## config.mk

```make
export PLATFORM = sky130hd
export DESIGN_NAME = uart_tx
export DESIGN_NICKNAME = d
export VERILOG_FILES = /design/src/rtl/uart_tx.sv
export SDC_FILE = /design/constraint.sdc
export NUM_CORES = 1
export LEC_CHECK = 0
export ABC_AREA = 1
export CAP_MARGIN = 20
export CORE_MARGIN = 10
export CORE_UTILIZATION = 36
export DETAILED_ROUTE_END_ITERATION = 7
export PLACE_DENSITY = 0.65
export SLEW_MARGIN = 0
export SYNTH_ARGS = -nofsm -noshare
export SYNTH_HDL_FRONTEND = slang
export SYNTH_SLANG_ARGS = --single-unit
export TNS_END_PERCENT = 100
```

## constraint.sdc

```tcl
create_clock -name clk -period 1.3 [get_ports clk]
set_input_delay 0.13 -clock clk [delete_from_list [all_inputs] [get_ports clk]]
set_output_delay 0.13 -clock clk [all_outputs]
set_load 0.005 [all_outputs]
```

## src/rtl/uart_tx.sv

```systemverilog
// rtl/uart_tx.sv - 8-bit serial transmitter, LSB first, optional parity, one stop bit.
// Level handshake: dataReady in IDLE is accepted on that edge; busy covers the whole frame.
module uart_tx #(
  parameter int CLK_HZ = 50000000,
  parameter int BAUD   = 115200,
  parameter int PARITY = 0
) (
  input  logic       clk,
  input  logic       reset_n,
  input  logic [7:0] data,
  input  logic       dataReady,
  output logic       busy,
  output logic       tx
);

  localparam int CLKS_PER_BIT = CLK_HZ / BAUD;
  localparam int CW = (CLKS_PER_BIT > 2) ? $clog2(CLKS_PER_BIT) : 1;
  localparam logic [CW-1:0] LAST_CNT = CW'(CLKS_PER_BIT - 1);

  if (CLKS_PER_BIT < 2) begin : g_bad_cpb
    $error("uart_tx: CLK_HZ/BAUD must be at least 2");
  end
  if (PARITY < 0 || PARITY > 2) begin : g_bad_parity
    $error("uart_tx: PARITY must be 0, 1 or 2");
  end

  typedef enum logic [2:0] {
    S_IDLE,
    S_START,
    S_DATA,
    S_PARITY,
    S_STOP
  } state_t;

  state_t          r_state;
  logic [CW-1:0]   r_baud_cnt;
  logic [2:0]      r_bit_cnt;
  logic [7:0]      r_shift;
  logic            r_parity;
  logic            r_tx;
  logic            r_busy;

  state_t          w_state_next;
  logic [CW-1:0]   w_cnt_next;
  logic [2:0]      w_bit_next;
  logic [7:0]      w_shift_next;
  logic            w_par_next;
  logic            w_tx_next;
  logic            w_busy_next;
  logic            w_last;

  assign w_last = (r_baud_cnt == LAST_CNT);

  always_comb begin
    w_state_next = r_state;
    w_cnt_next   = r_baud_cnt + CW'(1);
    w_bit_next   = r_bit_cnt;
    w_shift_next = r_shift;
    w_par_next   = r_parity;
    case (r_state)
      S_IDLE: begin
        w_cnt_next = '0;
        if (dataReady) begin
          w_state_next = S_START;
          w_shift_next = data;
          w_par_next   = (^data) ^ (PARITY == 2);
        end
      end
      S_START: begin
        if (w_last) begin
          w_state_next = S_DATA;
          w_cnt_next   = '0;
          w_bit_next   = '0;
        end
      end
      S_DATA: begin
        if (w_last) begin
          w_cnt_next = '0;
          if (r_bit_cnt == 3'd7) begin
            w_state_next = (PARITY != 0) ? S_PARITY : S_STOP;
          end else begin
            w_bit_next   = r_bit_cnt + 3'd1;
            w_shift_next = {1'b0, r_shift[7:1]};
          end
        end
      end
      S_PARITY: begin
        if (w_last) begin
          w_state_next = S_STOP;
          w_cnt_next   = '0;
        end
      end
      S_STOP: begin
        if (w_last) begin
          w_state_next = S_IDLE;
          w_cnt_next   = '0;
        end
      end
      default: begin
        w_state_next = S_IDLE;
        w_cnt_next   = '0;
      end
    endcase

    // Outputs are decoded from the next state so tx/busy change on the same edge as the state.
    w_tx_next   = 1'b1;
    w_busy_next = (w_state_next != S_IDLE);
    case (w_state_next)
      S_START:  w_tx_next = 1'b0;
      S_DATA:   w_tx_next = w_shift_next[0];
      S_PARITY: w_tx_next = w_par_next;
      default:  w_tx_next = 1'b1;
    endcase
  end

  always_ff @(posedge clk) begin
    if (!reset_n) begin
      r_state    <= S_IDLE;
      r_baud_cnt <= '0;
      r_bit_cnt  <= '0;
      r_shift    <= '0;
      r_parity   <= 1'b0;
      r_tx       <= 1'b1;
      r_busy     <= 1'b0;
    end else begin
      r_state    <= w_state_next;
      r_baud_cnt <= w_cnt_next;
      r_bit_cnt  <= w_bit_next;
      r_shift    <= w_shift_next;
      r_parity   <= w_par_next;
      r_tx       <= w_tx_next;
      r_busy     <= w_busy_next;
    end
  end

  assign tx   = r_tx;
  assign busy = r_busy;

endmodule

```

==> results.yml, run 1 <==
power:
  comb_power_share_pct: 15.6
  total_power_w: 0.001812
  ir_drop_v: 0.0004552
  p_clk_share_pct: 38.0
  sw_frac_of_total_pct: 23.78
  leakage_nw: 1.039
  pwr_density_cell_mw_per_mm2: 821.4
  p_seq_share_pct: 46.5
  switching_power_w: 0.0004308
  p_int_w: 0.001381
worst_setup_path:
  path_common_cell: "nand2_2"
  cp_data_required_time_ns: 1.53
  worst-setup-path-type: "reg2reg"
  cp_cell_sequence: "ha_4 -> nand2_2 -> nor2_2 -> nand3_2 -> nand2_1 -> nand2_2 -> nand2_2 -> nand2_2 -> buf_4 -> buf_6 -> inv_1"
  crit_family: "simple AND/OR/NAND/NOR gates"
  cp-end-kind: "flop"
  slowest_stage: "dfxtp_2"
  path_buf_inv: 3
  rrSetupSlack_ns: -0.17
  arrival_ns: 1.70
  cp_max_fo: 3
  start_kind: "flop"
  cpPeakStageDelay_ns: 0.37
grt:
  grt.total_usage_pct: 9.695
  antenna_found_initial: 0
  first_global_vias: 1451
  grt_pass1_wl_microns: 5906
  grt_max_degree: 16
  overflow: 0
timing:
  finalCriticalPeriod_ns: 1.469
  rsz0062_at_grt: "yes"
  finalWorstSetupSlack_ns: -0.1691
  fin_hold_ws_ns: 0.4848
  relSlewSlack_pct: 76.47
  skew_ns: 0.002031
  fin_tns_setup_ns: -1.004
  hold_viol_final: 0
  worst_pin_slew_ns: 0.3518
  max_freq_mhz: 680.7
  final-setup-viol-count: 15
  period_share_pct: 113.0
  final_max_slew_viol_count: 0
finish:
  num_antenna_cells: 0
  stdcell_area_sq_mm: 0.002206
  nFillCells: 400
  final_common_cell: "nand2_1"
  area_growth_pct: 50.43
  nets: 289
  final_cell_mix: "nand2_1, buf_4, inv_1"
  drive_above_1_share_pct: 35.90
  final_util_pct: 55.55
yosys:
  yosysUniqueCellTypes: 29
  yosys_warnings: 0
  synth-seq-cells: 26
  synth_async_sr_flop_share_pct: 0
  syn_avg_cell_area_sq_um: 6.696
  synth-main-ff-cell: "dfxtp_1"
  synthCells: 219
  syn_nets: 234
  synthesis.area_sq_mm: 0.001466
  synth_edf_count: 0
  ys_seq_area_share_pct: 35.49
clock_tree:
  cts_tree: "yes"
  clock_latency_ns: 0.28
  cts_made_buffers: 3
  clock-root-buffer: "clkbuf_8"
  clkTransAtPathRegs_ns: 0.09
  cts_sinks: 26
  clock_path_buffers: 2
  htreeDepth: 1
floorplanning:
  die_area_sq_mm: 0.007026
  ios: 13
  initial_utilization_pct: 36.93
  coreArea_sq_mm: 0.003971
  dieWidth_microns: 83.82
  rows: 23
  die_y_microns: 83.82
placed_design:
  routabilityCongestion: 0.8837
  dp.final_hpwl_microns: 2550
  io_buffers: 12
  placed_area_sq_mm: 0.001933
drt:
  wl_per_cell_microns: 10.97
  met2_length_microns: 1780
  wl_met3_microns: 62
  top_layer: "met4"
  wl_microns: 3542
  vias_per_cell: 4.687
  via_count: 1514
  drc: 0
  first_pass_iters: 4
  drt-met1-wl_microns: 1634
  drtAntennaViolNets: 0
  first_iter_violations: 55
hold_path:
  hold_path.class: "reg2reg"
run_status:
  status: "finished with violations"
  failed_checks: "setup timing"
run:
  cap_violations: 0
-- metrics by stage --
step                setup slack, ns  std cells
floorplan                  -0.05175        219
global placement            -0.1398        314
detailed placement          -0.1539        314
CTS                         -0.1097        321
global route                -0.2409        323
finish                      -0.1691        323
-- registers in the layout, summed over array words and instances (netlist names) --
| name | cells |
|---|---|
| busy | 1 |
| r_baud_cnt | 9 |
| r_bit_cnt | 3 |
| r_parity | 1 |
| r_shift | 8 |
| r_state | 3 |
| tx | 1 |
-- synthesized netlist by cell type, drive strengths merged, types with 3 or more instances --
cell type / count / share of area, %
nand2: 84 / 23
inv: 29 / 7.4
dfxtp: 26 / 35
nor2: 25 / 8.4
nand3: 18 / 7.2
a21oi: 6 / 2.0
a31oi: 6 / 2.6
ha: 4 / 3.4
o21ai: 4 / 1.4
a211oi: 3 / 2.2
or2: 3 / 1.3
-- repair_timing --
item | in CTS | in global routing
gates resized for setup | 9 | 34
buffers inserted | 3 | 2
endpoints found under the setup margin | 22 | 24
hold buffers | 0 | 0
pin swaps | 7 | 8
-- worst register-to-register path, cell delays in order (launching register included) --
cell	delay, ns
dfxtp_2	0.37
ha_4	0.17
nand2_2	0.06
nor2_2	0.14
nand3_2	0.12
nand2_1	0.11
nand2_2	0.05
nand2_2	0.06
nand2_2	0.06
buf_4	0.15
buf_6	0.10
inv_1	0.03
-- layout make-up --
type	count	area [sq um]	area share (%)
clock inverter	1	30.03	1.361
multi-input combinational	163	987.2	44.75
inverter	29	113.9	5.162
tap	50	62.56	2.836
clock buffer	3	41.29	1.872
timing repair buffer	51	444.2	20.14
sequential	26	526.8	23.88
-- layer usage --
metal,up-vias,GRT usage (%)
li1,806,-
met3,4,1.172
met2,13,16.38
met1,691,11.52
met4,0,5.327
met5,-,0
-- worst paths after layout --
check                      from          to  cells after the start
setup reg to reg  r_baud_cnt[0]  r_state[1]                     11
setup / recovery  r_baud_cnt[0]  r_state[1]                     11
hold / removal       r_shift[5]  r_shift[4]                      2
hold reg to reg      r_shift[5]  r_shift[4]                      2
-- power by group through the flow --
| stage | Combinational [W] | Sequential [W] | Clock [W] |
|---|---|---|---|
| final | 0.000282 | 0.000842 | 0.000688 |
| after global routing | 0.000322 | 0.000846 | 0.000714 |
| after CTS | 0.000272 | 0.000842 | 0.000695 |
| after detailed placement | 0.000265 | 0.000860 | 0 |
| after global placement | 0.000262 | 0.000859 | 0 |
| after floorplan | 0.000137 | 0.000858 | 0 |
-- cells by family after synthesis --
| family | count (synthesis) | synth area share, % |
|---|---|---|
| XOR/XNOR | 1 | 0.5974 |
| buffers and inverters | 30 | 7.679 |
| AND/OR/NAND/NOR | 137 | 43.60 |
| adder cells (fa/ha/maj) | 4 | 3.413 |
| AO/OA/AOI/OAI | 21 | 9.216 |
| flip-flops | 26 | 35.49 |
(Power assumes the default switching activity.)
==> run 2, diff against run 1 <==
--- a/config.mk
+++ b/config.mk
@@ -10,7 +10,7 @@
 export CORE_MARGIN = 10
 export CORE_UTILIZATION = 36
 export DETAILED_ROUTE_END_ITERATION = 7
-export PLACE_DENSITY = 0.65
+export PLACE_DENSITY_LB_ADDON = 0.2
 export SLEW_MARGIN = 0
 export SYNTH_ARGS = -nofsm -noshare
 export SYNTH_HDL_FRONTEND = slang
==> results.yml, run 2 (same netlist as run 1, synthesis figures left out) <==
run_status:
  status: "finished with violations"
  failed_checks: "setup timing"
clock_tree:
  clkTransAtPathRegs_ns: 0.09
  cts_made_buffers: 3
  htreeDepth: 1
  clock-root-buffer: "clkbuf_8"
  cts_tree: "yes"
  cts_sinks: 26
  clock_latency_ns: 0.27
  hold_buffers: 0
  clock_path_buffers: 2
placed_design:
  dp.final_hpwl_microns: 2401
  routabilityCongestion: 0.8115
  io_buffers: 12
  placed_area_sq_mm: 0.001913
floorplanning:
  initial_utilization_pct: 36.93
  die_y_microns: 83.82
  coreArea_sq_mm: 0.003971
  die_area_sq_mm: 0.007026
  rows: 23
  ios: 13
  dieWidth_microns: 83.82
worst_setup_path:
  rr_worst_depth: 9
  cpPeakStageDelay_ns: 0.33
  cp_data_required_time_ns: 1.46
  cp_cell_sequence: "inv_2 -> ha_4 -> nand4_4 -> nor2_8 -> buf_4 -> o21ai_0 -> nand2_1 -> nand2_2 -> or2_1"
  worst-setup-path-type: "reg2reg"
  cp_max_fo: 6
  rrSetupSlack_ns: -0.15
  start_kind: "flop"
  cp-end-kind: "flop"
  path_buf_inv: 2
  crit_family: "simple AND/OR/NAND/NOR gates"
  r2r_start: "r_baud_cnt[1]"
  arrival_ns: 1.62
  slowest_stage: "dfxtp_2"
  r2r-end: "busy"
timing:
  period_share_pct: 111.6
  worst_pin_slew_ns: 0.2571
  finalCriticalPeriod_ns: 1.451
  final-setup-viol-count: 15
  finalWorstSetupSlack_ns: -0.1513
  hold_viol_final: 0
  skew_ns: 0.003919
  rsz0062_at_grt: "yes"
  relSlewSlack_pct: 82.68
  final_max_slew_viol_count: 0
  max_freq_mhz: 689.0
drt:
  drtAntennaViolNets: 0
  top_layer: "met4"
  wl_met3_microns: 79
  drt-met1-wl_microns: 1588
  met2_length_microns: 1287
  first_pass_iters: 4
  wl_microns: 2982
  wl_per_cell_microns: 9.261
  drc: 0
  first_iter_violations: 51
  vias_per_cell: 4.503
  via_count: 1450
finish:
  largestRegisters: "r_baud_cnt: 9 flops, r_shift: 8 flops"
  final_common_cell: "nand2_1"
  final_cell_mix: "nand2_1, buf_4, dfxtp_1"
  drive_above_1_share_pct: 32.35
  area_growth_pct: 42.58
  nets: 288
  largest_register_ff_count: 9
  stdcell_area_sq_mm: 0.002091
  nFillCells: 387
  num_antenna_cells: 0
  regMostFlops: "r_baud_cnt"
grt:
  grt.total_usage_pct: 8.531
  first_global_vias: 1308
  antenna_found_initial: 0
  overflow: 0
  grt_max_degree: 15
  grt_pass1_wl_microns: 5361
hold_path:
  min_to: "r_baud_cnt[0]"
  hold_path.class: "reg2reg"
  min_from: "r_baud_cnt[0]"
  min_path_cells: 1
power:
  pwr_density_cell_mw_per_mm2: 779.5
  total_power_w: 0.001630
  leakage_nw: 0.9928
  ir_drop_v: 0.0003624
run:
  cap_violations: 0
[run 2: changes by cell type in the layout (fill, tap and decap cells not counted), moves of 2 or more]
| cell | delta |
|---|---|
| buf_4 | +4 |
| buf_6 | -4 |
| dfxtp_2 | -3 |
| nand3_1 | +3 |
| dfxtp_1 | +2 |
| nand3_4 | -2 |
| nor3b_1 | +2 |
| nor3b_2 | -2 |
[run 2: routing by layer]
layer,vias to the layer above,GRT usage (%)
li1,799,-
met1,630,11.92
met2,17,12.75
met3,4,1.465
met4,0,2.740
met5,-,0
[run 2: power by group]
part           switching, W  internal (W)
Clock              0.000250      0.000271
Combinational      0.000133      0.000136
Sequential        0.0000140      0.000825
[run 2: timing repair]
action	in CTS	in global routing
endpoints found under the hold margin	0	0
setup endpoints to repair	18	24
pin swaps	7	10
setup buffers	2	3
resized for setup	9	17
[run 2: stage by stage]
stage	hold WS [ns]	setup WS [ns]	setup TNS [ns]	util [%]	cells
global route	0.4777	-0.2329	-2.730	52.65	322
floorplan	0.2416	-0.05175	-0.05175	-	219
CTS	0.4587	-0.09695	-0.9408	50.66	319
finish	0.4530	-0.1513	-0.4915	52.65	322
detailed placement	0.4408	-0.1480	-0.9220	48.17	313
global placement	0.4288	-0.1547	-0.6971	48.17	313
[run 2: final cells by class]
cell class	instances	area, sq um	area share (%)
Clock buffer	4	55.05	2.633
Sequential cell	26	526.8	25.19
Tap cell	50	62.56	2.992
Timing Repair Buffer	50	409.1	19.57
Multi-Input combinational cell	163	925.9	44.28
Inverter	29	111.4	5.326
[run 2: worst reg2reg max path, stage by stage, from the launching register on]
cell and delay [ns]:
dfxtp_2 0.33, inv_2 0.06, ha_4 0.15, nand4_4 0.10, nor2_8 0.16, buf_4 0.13
o21ai_0 0.06, nand2_1 0.10, nand2_2 0.07, or2_1 0.20
[run 2: worst max-delay path by stage]
stage                       start   end  cells past startpoint
CTS                 r_baud_cnt[0]  busy                      9
global route        r_baud_cnt[1]  busy                      9
detailed placement        data[4]    tx                     11
global placement          data[4]    tx                     11
floorplan           r_baud_cnt[1]  busy                     10
finish              r_baud_cnt[1]  busy                      9
